`src/rtl/xor_cipher_ctrl.sv`:
```
`default_nettype none
// ============================================================================
// Module   : xor_cipher_ctrl
// Brief    : Key/packet sequencer in front of an 8-bit XOR cipher core.
//            Optional rolling key enabled by macro XOR_KEY_ROLL_EN.
// Revision : 1.0 - initial release
// ============================================================================
module xor_cipher_ctrl #(
  parameter int DATA_W  = 8,
  parameter int CNT_W   = 8,
  parameter int MAX_PKT = 16
) (
  input  logic              clk,
  input  logic              rst,
  input  logic              key_valid,
  output logic              key_ready,
  input  logic [DATA_W-1:0] key_in,
  input  logic              s_valid,
  output logic              s_ready,
  input  logic [DATA_W-1:0] s_data,
  input  logic              s_last,
  output logic              m_valid,
  input  logic              m_ready,
  output logic [DATA_W-1:0] m_data,
  output logic              m_last,
  output logic              core_load_key,
  output logic [DATA_W-1:0] core_new_key,
  output logic [DATA_W-1:0] core_plaintext,
  input  logic [DATA_W-1:0] core_cipher,
  output logic              busy,
  output logic [CNT_W-1:0]  byte_cnt,
  output logic [CNT_W-1:0]  pkt_cnt,
  output logic              overrun
);

  typedef enum logic [1:0] {
    ST_NOKEY   = 2'd0,
    ST_LOADKEY = 2'd1,
    ST_READY   = 2'd2,
    ST_STREAM  = 2'd3
  } state_t;

  localparam logic [CNT_W-1:0] LAST_IDX = CNT_W'(MAX_PKT - 1);

  state_t            state_q, state_d;
  logic [DATA_W-1:0] base_key_q, base_key_d;
  logic              m_valid_q, m_valid_d;
  logic [DATA_W-1:0] m_data_q, m_data_d;
  logic              m_last_q, m_last_d;
  logic [CNT_W-1:0]  byte_cnt_q, byte_cnt_d;
  logic [CNT_W-1:0]  pkt_cnt_q, pkt_cnt_d;
  logic              overrun_q, overrun_d;

  logic out_free;
  logic key_hs;
  logic accept;
  logic eff_last;

  assign core_plaintext = s_data;
  assign out_free       = !m_valid_q || m_ready;
  assign eff_last       = s_last || (byte_cnt_q == LAST_IDX);

  // Handshake readiness depends only on state and inputs, never on accept.
  always_comb begin
    key_ready = 1'b0;
    s_ready   = 1'b0;
    busy      = 1'b0;
    case (state_q)
      ST_NOKEY: begin
        key_ready = 1'b1;
      end
      ST_READY: begin
        key_ready = 1'b1;
        s_ready   = out_free && !key_valid;
      end
      ST_STREAM: begin
        busy    = 1'b1;
        s_ready = out_free;
      end
      default: begin
        key_ready = 1'b0;
      end
    endcase
  end

  assign key_hs = key_valid && key_ready;
  assign accept = s_valid && s_ready;

  always_comb begin
    state_d = state_q;
    case (state_q)
      ST_NOKEY: begin
        if (key_hs) state_d = ST_LOADKEY;
      end
      ST_LOADKEY: begin
        state_d = ST_READY;
      end
      ST_READY: begin
        if (key_hs)                   state_d = ST_LOADKEY;
        else if (accept && !eff_last) state_d = ST_STREAM;
      end
      ST_STREAM: begin
        if (accept && eff_last) state_d = ST_READY;
      end
      default: begin
        state_d = ST_NOKEY;
      end
    endcase
  end

  always_comb begin
    base_key_d = key_hs ? key_in : base_key_q;
    m_valid_d  = m_valid_q;
    m_data_d   = m_data_q;
    m_last_d   = m_last_q;
    byte_cnt_d = byte_cnt_q;
    pkt_cnt_d  = pkt_cnt_q;
    overrun_d  = overrun_q;
    if (accept) begin
      m_valid_d = 1'b1;
      m_data_d  = core_cipher;
      m_last_d  = eff_last;
      if (eff_last) begin
        byte_cnt_d = '0;
        pkt_cnt_d  = pkt_cnt_q + 1'b1;
        if (!s_last) overrun_d = 1'b1;
      end else begin
        byte_cnt_d = byte_cnt_q + 1'b1;
      end
    end else if (m_valid_q && m_ready) begin
      m_valid_d = 1'b0;
    end
  end

`ifdef XOR_KEY_ROLL_EN
  // Mirror of the key held inside the core, so the next roll step is known.
  logic [DATA_W-1:0] cur_key_q, cur_key_d;

  always_comb begin
    core_load_key = (state_q == ST_LOADKEY) || accept;
    if (accept && !eff_last) begin
      core_new_key = {cur_key_q[DATA_W-2:0], cur_key_q[DATA_W-1]};
    end else begin
      core_new_key = base_key_q;
    end
    cur_key_d = core_load_key ? core_new_key : cur_key_q;
  end

  always_ff @(posedge clk) begin
    if (rst) begin
      cur_key_q <= '0;
    end else begin
      cur_key_q <= cur_key_d;
    end
  end
`else
  assign core_load_key = (state_q == ST_LOADKEY);
  assign core_new_key  = base_key_q;
`endif

  always_ff @(posedge clk) begin
    if (rst) begin
      state_q    <= ST_NOKEY;
      base_key_q <= '0;
      m_valid_q  <= 1'b0;
      m_data_q   <= '0;
      m_last_q   <= 1'b0;
      byte_cnt_q <= '0;
      pkt_cnt_q  <= '0;
      overrun_q  <= 1'b0;
    end else begin
      state_q    <= state_d;
      base_key_q <= base_key_d;
      m_valid_q  <= m_valid_d;
      m_data_q   <= m_data_d;
      m_last_q   <= m_last_d;
      byte_cnt_q <= byte_cnt_d;
      pkt_cnt_q  <= pkt_cnt_d;
      overrun_q  <= overrun_d;
    end
  end

  assign m_valid  = m_valid_q;
  assign m_data   = m_data_q;
  assign m_last   = m_last_q;
  assign byte_cnt = byte_cnt_q;
  assign pkt_cnt  = pkt_cnt_q;
  assign overrun  = overrun_q;

endmodule
`default_nettype wire

```
`config.mk`:
```
export PLATFORM = sky130hd
export DESIGN_NAME = xor_cipher_ctrl
export DESIGN_NICKNAME = d
export VERILOG_FILES = /design/src/rtl/xor_cipher_ctrl.sv
export SDC_FILE = /design/constraint.sdc
export NUM_CORES = 1
export LEC_CHECK = 0
export ABC_AREA = 1
export CAP_MARGIN = 10
export CORE_MARGIN = 2
export CORE_UTILIZATION = 50
export CTS_CLUSTER_SIZE = 30
export DETAILED_ROUTE_END_ITERATION = 10
export DONT_BUFFER_PORTS = 1
export SYNTH_ARGS = -nofsm -noshare
export SYNTH_HDL_FRONTEND = slang
export SYNTH_SLANG_ARGS = --single-unit
```
`constraint.sdc`:
```
create_clock -name clk -period 2 [get_ports clk]
set_clock_uncertainty 0.2 [all_clocks]
set_input_delay 0 -clock clk [delete_from_list [all_inputs] [get_ports clk]]
set_output_delay 0 -clock clk [all_outputs]
set_load 0.1 [all_outputs]
```
Word-level counts from Yosys, hierarchy flattened:

Cells that the tools add are included.

* input port bits: 30
* flip-flop bits (word level): 37

* $add $sub $neg: 2
* equality and inequality tests: 7
* multiplexer cells: 11
* reductions and logical operators: 17
* bitwise operators: 1

Operators by type and width (number)
* 8-bit by 1-bit adder with 8-bit output, second input constant: 2
* 8-bit by 4-bit == test with 1-bit output, second input constant: 1
* 2-bit 2-to-1 mux: 4
* 8-bit 2-to-1 mux: 1
* 2-bit one-hot mux with 4 select lines: 1
* 1-bit logical AND: 6
* 3-bit AND reduction: 2
* 2-bit == test, second input constant: 2
* 1-bit 2-to-1 mux: 4
* 2-bit != test, second input constant: 2
* 1-bit logical NOT: 3
* 3-bit != test, second input constant: 1
* 2-bit by 1-bit == test with 1-bit output, second input constant: 1
* 2-bit logical NOT: 1
* 1-bit logical OR: 2
* 1-bit one-hot mux with 2 select lines: 1
* 2-bit AND reduction: 1
* 2-bit nonzero test: 1
* 2-bit OR reduction: 1
* 1-bit inverter: 1

Longest topological paths before layout:

* depth in word-level cells: 9
* mapped depth: 8
* mapped depth without buffers: 8

Worst setup path after synthesis:

No wires, ideal clock.

* path type: flip-flop to flip-flop
* start: register byte_cnt_q[0] (netlist: byte_cnt[0])
* end: register state_q[0]
* path buffers: 1
* required time: 1685 ps
* cell stages (with the launch flop): 8
* library setup time: 115 ps
* slack: -409 ps
* data arrival time: 2094 ps
* cells stage by stage: dfxtp_1 > ha_1 > nand3_4 > o21ai_2 > nand2_4 > buf_6 > a21oi_2 > nor2_1

* word-level cells in the longest chain between the ends: 6
* elaborated cells on any way between the ends: 8
* those cells by class: 3 x eq/ne; 5 x reduce/logical

Ends and longest elaborated chain
* start, declared: line 50 `logic [CNT_W-1:0] byte_cnt_q, byte_cnt_d;`
* start signal, assigned: line 177 `byte_cnt_q <= byte_cnt_d;`
* 8-bit by 4-bit == test with 1-bit output (*): line 61 `assign eff_last = s_last || (byte_cnt_q == LAST_IDX);`
* 1-bit logical OR (*): line 61
* 1-bit logical NOT: line 100 `else if (accept && !eff_last) state_d = ST_STREAM;`
* 1-bit logical AND: line 100
* 3-bit != test (no line)
* 3-bit AND reduction (no line) (*)
* end signal, assigned: line 172 `state_q <= state_d;`
* end, declared: line 45 `state_t state_q, state_d;`

Every way passes the cells marked *; elsewhere a longest branch is shown, timed or not.
A chain may end at the register's enable or synchronous reset.

Worst setup path after layout:

* start: register state_q[0]
* end: register m_valid_q (netlist: m_valid)

* word-level cells in the longest chain between the ends: 4
* elaborated cells on any way between the ends: 6
* those cells by class: 2 x eq/ne; 2 x mux; 2 x reduce/logical

Ends and longest elaborated chain
* 2-bit == test: line 68 `case (state_q)`
* 1-bit one-hot mux with 2 select lines (*): line 68
* 1-bit logical AND (*): line 87 `assign accept = s_valid && s_ready;`
* 1-bit 2-to-1 mux / 2-bit nonzero test (equally long branches)
* end signal, assigned: line 174 `m_valid_q <= m_valid_d;`
* end, declared: line 47 `logic m_valid_q, m_valid_d;`

Marked as above.

==> impl_metrics.csv <==
group,metric,value,unit
run_status,status,"finished, final reports clean",
synth,synth_area_leaders,"dfxtp_1 (41%), nand2_1 (11%), nor2_1 (11%), o21ai_0 (5.0%), a21oi_1 (4.4%)",
routing,drc_errors,0,
placed_design,placed_area,2078,um2
placed_design,routabilityCongestion,0.8322,
global_routing,antenna_found_initial,0,
critical_path,max_stage_delay,0.59,ns
worst_hold_path,hold_start,"core_cipher[4]",
clock_network,ctsLongestPathBuffers,2,
synth,synth-warning-count,0,
routing,first_pass_iters,4,
synth,ys_types,25,
timing,period_needed,1.731,ns
timing,slew_violations,0,
floorplan,dieWidth,64.28,um
clock_network,cts_tree,"done",
floorplan,num_rows,21,
critical_path,critical_path.slowest_cell,"dlygate4sd3_1",
critical_path,r2r_slack,0.27,ns
global_routing,busiest_layer,"met2",
cells_and_area,nNetsFinal,340,
critical_path,critPathKind,"reg -> reg",
clock_network,cts_made_buffers,5,
critical_path,regToRegEndpoint,"m_valid",
synth,avgSynthCellArea,7.385,um2
floorplan,start_util,0.5319,
global_routing,overflow,0,
worst_hold_path,min_to,"m_data[4]",
timing,setup_slack,0.2685,ns
clock_network,post_cts_resize_count,0,
synth,synth-seq-cells,37,
critical_path,cp-start-kind,"register",
cells_and_area,fillers,306,
timing,max-slew-margin-rel,0.3439,
synth,synth.net_count,278,
critical_path,crit_chain,"inv_2, nand2_4, nand4_4, dlygate4sd3_1, a21oi_1",
placed_design,dp_slack,0.3484,ns
timing,fmax,0.5775,GHz
global_routing,met2_usage,0.3880,
clock_network,root_buffer,"clkbuf_4",
routing,drtIter0Drc,78,
floorplan,pin_count,77,
routing,viasPerCell,4.856,
critical_path,worst-path-max-fanout,12,
timing,tightest_slew,0.9809,ns
routing,wire_per_inst,12.16,um
clock_network,cts_sinks,37,
critical_path,r2r-start,"state_q[0]",
worst_hold_path,worstHoldPathType,"in -> reg",
critical_path,critPathBufInv,2,
global_routing,grt_max_degree,23,
clock_network,h-tree-depth,2,
global_routing,grt_usage,0.2218,
clock_network,worstSkewPairLatency,0.33,ns
timing,finalHoldViolCount,0,
global_routing,grt.met1_usage,0.2577,
cells_and_area,area_delta_synth_final,34.78,%
synth,ys_seq_area_frac,0.4077,
clock_network,clk_pin_slew,0.10,ns
routing,detail-route-antenna-nets,0,
placed_design,dp_hpwl,2940,um
synth,synth_area,1817,um2
timing,finalSetupViolCount,0,
global_routing,grt_pass1_vias,1646,
critical_path,path_delay_family,"buffers and inverters",
floorplan,coreArea,3416,um2
synth,yosys.area.top_type_share,0.4077,
critical_path,r2r_cells,5,
cells_and_area,drive_above_1_share,0.2305,
pwr,powerDensity,669.7,nW/um2
cells_and_area,n_antenna_cell,0,
critical_path,cp-end-kind,"register",
worst_hold_path,hold_depth,3,
critical_path,cp.required,2.05,ns
global_routing,met3_usage,0.07394,
pwr,ir_drop,0.4794,mV
pwr,power.leakage,0.001083,uW
timing,tns,0,ns
synth,netlist_instances,246,
run,max_cap_viol_count,0,
floorplan,die_y,64.28,um
timing,timing.final.crit_share,0.8657,
floorplan,die-area,4132,um2
critical_path,arrival,1.78,ns
timing,rsz0062_at_grt,"no",
placed_design,io_buffers,0,
routing,drt-total-wl,4304,um
routing,vias,1719,
global_routing,grt_pass1_wl,7182,um
synth,yosys.area.top_type,"dfxtp_1",
cells_and_area,fin_area,2449,um2
where the power goes:
| part | switching [uW] | internal (uW) | leakage [uW] |
|---|---|---|---|
| registers | 17.5 | 761 | 0.000306 |
| clock network | 221 | 166 | 0.0000314 |
| logic | 367 | 108 | 0.000745 |
cell type report:
cell class / instances / area (um2) / area share
multi-input cells: 173 / 895.9 / 0.3659
flip-flops and latches: 37 / 757.0 / 0.3091
repair buffers: 71 / 608.1 / 0.2483
inverters: 20 / 75.07 / 0.03066
well taps: 46 / 57.56 / 0.02351
clock buffers: 7 / 55.05 / 0.02248
stage by stage:
stage               cells  power [uW]  utilization  hold slack, ns
finish                354        1640       0.7169          0.1862
global route          354        1725       0.7169          0.1630
CTS                   352        1656       0.7125          0.1653
detailed placement    315        1148       0.6084         -0.1988
global placement      315        1141       0.6084         -0.1988
floorplan             246        1168            -        -0.03574
cells in the mapped netlist:
master / n
a21oi_1: 16
a21oi_2: 2
buf_1: 1
buf_2: 2
buf_4: 8
buf_6: 2
clkbuf_1: 3
dfxtp_1: 37
ha_1: 2
inv_1: 19
inv_2: 1
nand2_1: 52
nand2_4: 2
nand3_1: 9
nand3_4: 2
nand4_1: 6
nand4_4: 1
nor2_1: 52
nor2_4: 1
nor2_8: 3
nor3_1: 1
o21ai_0: 18
o21ai_2: 2
xnor2_1: 1
xor2_1: 3
registers in the layout (all words and copies together), names as in the netlist:
register	count
byte_cnt	8
core_new_key	8
m_data	8
pkt_cnt	8
state_q	2
m_last	1
m_valid	1
overrun	1
what timing repair did:
action,4_1_cts,5_1_grt
setup buffers,0,2
hold buffers,30,0
endpoints found under the hold margin,45,0
setup endpoints to repair,0,1
worst reg2reg max path: stages (launching register included):
cell and delay (ns):
dfxtp_1 0.40, inv_2 0.07, nand2_4 0.15, nand4_4 0.12
dlygate4sd3_1 0.59, a21oi_1 0.12
worst max path at each step:
stage	start	endpoint	slack (ns)	cells past startpoint
2_1_floorplan	pkt_cnt[1]	pkt_cnt[4]	0.01	5
3_3_place_gp	byte_cnt[0]	byte_cnt[7]	0.39	7
3_5_place_dp	byte_cnt[0]	byte_cnt[7]	0.35	7
4_1_cts	state_q[0]	m_valid	0.002	5
5_1_grt	byte_cnt[0]	byte_cnt[7]	0.13	7
6_report	state_q[0]	m_valid	0.27	5
placed cells by master (no fill, tap or decap), drive strengths merged, types with 11 or more instances in the layout:
cell type,netlist,final
o21ai,20,20
nand2,54,54
dlygate4sd3,0,30
dfxtp,37,37
nor2,56,56
inv,20,20
a21oi,18,18
buf,13,41
nand3,11,11
per-layer routing:
layer,vias to the layer above,share of wire
met1,746,0.44
met5,-,0
met2,70,0.48
met3,2,0.081
met4,0,0.0028
li1,901,-
logic make-up after synthesis:
| kind of cell | Yosys count | share of synthesized area |
|---|---|---|
| xor gates and xnor gates | 4 | 0.01929 |
| adders and majority gates | 2 | 0.01377 |
| and+or+nand+nor | 129 | 0.3457 |
| AOI/OAI and AO/OA | 38 | 0.1130 |
| buffers and inverters | 36 | 0.1005 |
| DFF | 37 | 0.4077 |
No activity file was read; power rests on OpenSTA's default activity.
